--- config.mk ---
export PLATFORM = sky130hd
export DESIGN_NAME = param_fifo
export DESIGN_NICKNAME = d
export VERILOG_FILES = /design/src/rtl/param_fifo.sv
export SDC_FILE = /design/constraint.sdc
export NUM_CORES = 1
export LEC_CHECK = 0
export BUFFER_PORTS_ARGS = -buffer_cell sky130_fd_sc_hd__buf_4
export CORE_MARGIN = 8
export CORE_UTILIZATION = 25
export DETAILED_ROUTE_END_ITERATION = 16
export SYNTH_ARGS = -nofsm -noshare
export SYNTH_HDL_FRONTEND = slang
export SYNTH_SLANG_ARGS = --single-unit
--- constraint.sdc ---
create_clock -name clk -period 8.3 [get_ports clk]
set_input_delay 1.245 -clock clk [delete_from_list [all_inputs] [get_ports clk]]
set_output_delay 1.245 -clock clk [all_outputs]
set_load 0.01 [all_outputs]
--- src/rtl/param_fifo.sv ---
// rtl/param_fifo.sv - parameterised synchronous FIFO with status and sticky error flags
//
// Purpose:
//    Single-clock FIFO with any DEPTH >= 2 (not limited to powers of two).
//    The read port is combinational from storage, so a word written at one
//    edge is visible on rd_data in the next cycle.
//
// Optional feature:
//    PARAM_FIFO_ERR_FLAGS_EN - when defined, overflow/underflow are sticky
//    error flags cleared by err_clr. When undefined, both flags are tied to 0
//    and err_clr is ignored.
//
// Ports:
//    clk          - clock; all state changes on the rising edge
//    rst          - synchronous active-high reset
//    flush        - synchronous empty request (overrides wr/rd)
//    wr, wr_data  - write request and data
//    rd           - read request; pops the head entry
//    rd_data      - head entry, valid while empty=0
//    count        - current occupancy
//    full, empty, almost_full, almost_empty - status flags from registered count
//    overflow, underflow - sticky error flags
//    err_clr      - clears the error flags
module param_fifo #(
   parameter int DEPTH      = 8,
   parameter int DATA_WIDTH = 32,
   parameter int AF_LEVEL   = DEPTH - 1,
   parameter int AE_LEVEL   = 1
) (
   input  logic                         clk,
   input  logic                         rst,
   input  logic                         flush,
   input  logic                         wr,
   input  logic [DATA_WIDTH-1:0]        wr_data,
   input  logic                         rd,
   output logic [DATA_WIDTH-1:0]        rd_data,
   output logic [$clog2(DEPTH+1)-1:0]   count,
   output logic                         full,
   output logic                         empty,
   output logic                         almost_full,
   output logic                         almost_empty,
   output logic                         overflow,
   output logic                         underflow,
   input  logic                         err_clr
);

   localparam int PW = $clog2(DEPTH);
   localparam int CW = $clog2(DEPTH+1);

   logic [DATA_WIDTH-1:0] mem [DEPTH];
   logic [PW-1:0]         wr_ptr;
   logic [PW-1:0]         rd_ptr;
   logic                  wr_en;
   logic                  rd_en;

   // A read while full frees a slot in the same cycle, so the write is accepted.
   assign wr_en = wr && (!full || rd);
   assign rd_en = rd && !empty;

   assign full         = (count == CW'(DEPTH));
   assign empty        = (count == '0);
   assign almost_full  = (count >= CW'(AF_LEVEL));
   assign almost_empty = (count <= CW'(AE_LEVEL));

   assign rd_data = mem[rd_ptr];

   function automatic logic [PW-1:0] ptr_next(input logic [PW-1:0] p);
      return (p == PW'(DEPTH-1)) ? '0 : p + PW'(1);
   endfunction

   // Storage is deliberately not reset; pointers define what is valid.
   always_ff @(posedge clk) begin
      if (!rst && !flush && wr_en)
         mem[wr_ptr] <= wr_data;
   end

   always_ff @(posedge clk) begin
      if (rst || flush) begin
         wr_ptr <= '0;
         rd_ptr <= '0;
         count  <= '0;
      end else begin
         if (wr_en)
            wr_ptr <= ptr_next(wr_ptr);
         if (rd_en)
            rd_ptr <= ptr_next(rd_ptr);
         case ({wr_en, rd_en})
            2'b10:   count <= count + CW'(1);
            2'b01:   count <= count - CW'(1);
            default: count <= count;
         endcase
      end
   end

`ifdef PARAM_FIFO_ERR_FLAGS_EN
   logic ovf_set;
   logic unf_set;

   assign ovf_set = wr && full && !rd && !flush;
   assign unf_set = rd && empty && !flush;

   // A new error in the same cycle as err_clr keeps the flag set.
   always_ff @(posedge clk) begin
      if (rst) begin
         overflow  <= 1'b0;
         underflow <= 1'b0;
      end else begin
         overflow  <= ovf_set || (overflow  && !err_clr);
         underflow <= unf_set || (underflow && !err_clr);
      end
   end
`else
   logic unused_err_clr;
   assign unused_err_clr = err_clr;
   assign overflow  = 1'b0;
   assign underflow = 1'b0;
`endif

endmodule

==> run_results.csv <==
group,metric,value,unit
power,p_seq_share,51.6,%
cts,root_buffer,"clkbuf_16",
timing,max_freq,230,MHz
power,p_clk_share,44.9,%
power,power.leakage,3.95,nW
finish,fin_area,12600,um^2
synth,syn_area_per_cell,22.8,um^2
cts,cts.sink_count,269,
worst_setup_path,r2r_setup_slack,5610,ps
synth,synth_ff_type,"edfxtp_1",
global_routing,grt_first_pass_wirelength,33400,um
cts,hold_buffers,0,
cts,cts_resized,0,
synth,synth-seq-area-share,76.8,%
cts,cts_made_buffers,31,
finish,final_common_cell,"edfxtp_1",
drt,via_count,4666,
worst_setup_path,crit_required,7050,ps
power,powerDensity,231,nW/um^2
synth,synth_area_leaders,"edfxtp_1, mux4_2, mux2_2, dfxtp_1, ha_1",
finish,drive_gt1_share,41.7,%
power,internal_power,0.00232,W
drt,final_antenna_net_count,0,
global_routing,grt_overflow,0,
finish,layout.nets,600,
worst_setup_path,worstPathArrival,3110,ps
timing,timing.final.crit_share,52.5,%
drt,drcViolationCount,0,
finish,final_cell_mix,"edfxtp_1, buf_4, mux4_2, mux2_2, clkbuf_16",
synth,synth_warnings,0,
synth,synthArstFlopShare,0,%
worst_setup_path,critPathMaxFanout,37,
finish,multiInputGateArea,2310,um^2
power,switching_power,0.000590,W
finish,fillers,3929,
finish,antenna_cells,0,
timing,min_period,4350,ps
placement,routabilityCongestion,0.656,
power,fin_total_pwr,0.00291,W
cts,clock_latency,560,ps
timing,finalHoldViolations,0,
global_routing,grt.met3_usage,2.45,%
worst_setup_path,crit_chain,"buf_4, mux4_2, mux2_2, buf_4",
job,max_cap_violations,0,
cts,cts_setup_buffers,0,
cts,ctsHtreeMaxLevel,1,
cts,clock_path_buffers,3,
die,chipHeight,219,um
worst_setup_path,max_stage_delay,750,ps
drt,vias_per_cell,4.21,
placement,dp_hpwl,11800,um
timing,slew_violations,0,
worst_setup_path,crit_type,"flip-flop to output pin",
worst_setup_path,endpoint,"rd_data[7]",
finish,area_growth_syn_to_layout,21.4,%
die,num_io_pins,80,
timing,rsz0062_at_grt,"no",
synth,synth_largest_area_cell,"edfxtp_1",
global_routing,grtUsageMet2,15.7,%
cts,clk_pin_slew,60,ps
cts,cts_tree,"built",
global_routing,busiest_layer,"met2",
timing,setup_violations,0,
global_routing,grt_util_met1,11.5,%
timing,tns,0,ps
global_routing,grt_usage,9.27,%
drt,drt_wl_total,22100,um
worst_setup_path,cp-start-kind,"flip-flop",
drt,first_iter_violations,156,
timing,worst_pin_slew,785,ps
worst_setup_path,cp_common_cell,"buf_4",
min_path,hp-class,"flip-flop to flip-flop",
worst_setup_path,reg2reg_to,"mem[0][20]",
global_routing,grt_max_degree,38,
drt,dr.pass1.iters,4,
run_status,outcome,"complete, no violations",
placement,io_buffers,76,
synth,synth_edf_count,256,
synth,ys_ff_latch,269,
power,switching_share,20.3,%
finish,area.sequential,7960,um^2
drt,wl_per_cell,20.0,um
worst_setup_path,worstSetupEndpointType,"output pin",
die,num_rows,74,
global_routing,first_global_vias,5189,
power,p_comb_share,3.5,%
global_routing,antenna_found_initial,1,
worst_setup_path,reg2reg_depth,6,
timing,finalClockSkew,13.1,ps
synth,syn_inst,454,
synth,synth_top_area_share,74.3,%
die,die-area,48200,um^2
die,fp.coreArea,40800,um^2
die,initial_core_util,25.4,%
timing,slew_headroom,47.7,%
die,die_width,219,um
power,peakVddDrop,0.000123,V
worst_setup_path,rr_startpoint,"count[0]",
placement,place_area,11600,um^2
synth,synth_cell_types,36,
worst_setup_path,slowest_stage,"buf_4",
synth,syn-cell-area,10400,um^2
[area by class of cell]
type / count / share of cell area, %
flip-flops and latches: 269 / 63.3
well taps: 532 / 5.29
inverters: 3 / 0.0896
repair buffers: 87 / 5.20
multi-input cells: 162 / 18.3
clock inverters: 21 / 1.53
clock buffers: 34 / 6.26
[worst max-delay path, delay by kind of cell, from the launching register on]
| family | cells | cell delay [ps] |
|---|---|---|
| buf+inv | 2 | 900 |
| mux | 2 | 880 |
| flops | 1 | 730 |
[power by group through the flow]
stage	Combinational, W	Sequential, W	Clock, W
after CTS	0.000104	0.00150	0.00136
after floorplan	0.0000535	0.00153	0
final	0.000100	0.00150	0.00131
after global routing	0.000111	0.00150	0.00141
after detailed placement	0.000103	0.00153	0
after global placement	0.000101	0.00153	0
[layer usage]
| metal | share of wire, % | wire length, um |
|---|---|---|
| met1 | 42 | 9310 |
| met2 | 50 | 11000 |
| met3 | 6.0 | 1330 |
| met4 | 2.1 | 461 |
| met5 | 0.059 | 13 |
[cell usage after synthesis, drive strengths merged (2+ instances only)]
master / number
nor2: 8
xor2: 2
a21oi: 5
edfxtp: 256
or3: 2
clkbuf: 9
o21ai: 5
nand2b: 2
ha: 8
nor3: 5
nand3b: 2
mux4: 64
mux2i: 4
inv: 3
dfxtp: 13
buf: 12
nand2: 7
mux2: 32
or4b: 2
[worst min path at each step]
stage,start,end,slack [ps],cells past startpoint
finish,rd_ptr[1],flip-flop,500,2
global route,rd_ptr[1],flip-flop,550,2
CTS,rd_ptr[1],flip-flop,510,2
detailed placement,rd_ptr[1],flip-flop,490,2
global placement,rd_ptr[1],flip-flop,500,2
floorplan,rd_ptr[1],flip-flop,470,2
[flip-flops by register name, indices dropped and copies added, names as in the netlist, named ones only]
signal / flops
count: 4
mem: 256
rd_ptr: 3
wr_ptr: 3
[logic make-up (layout without fill, tap and decap cells)]
logic type	Yosys count	in the layout	synth area share [%]
other cells	1	2	0.0362
mux	100	100	17.8
buf+inv	24	145	1.46
flops	269	269	76.8
fa+ha+maj	8	8	0.967
simple gates	37	37	2.07
compound gates	13	13	0.737
xor+xnor	2	2	0.169
[stage by stage]
| stage | worst slack, ps | cells | hold WS [ps] | util [%] |
|---|---|---|---|---|
| 3_3_place_gp | 4380 | 1053 | 499 | 28.4 |
| 6_report | 3950 | 1108 | 503 | 30.8 |
| 2_1_floorplan | 2980 | 455 | 468 | - |
| 4_1_cts | 3790 | 1108 | 508 | 30.8 |
| 3_5_place_dp | 4400 | 1053 | 490 | 28.4 |
| 5_1_grt | 3680 | 1108 | 547 | 30.8 |
No activity file was read; power rests on OpenSTA's default activity.
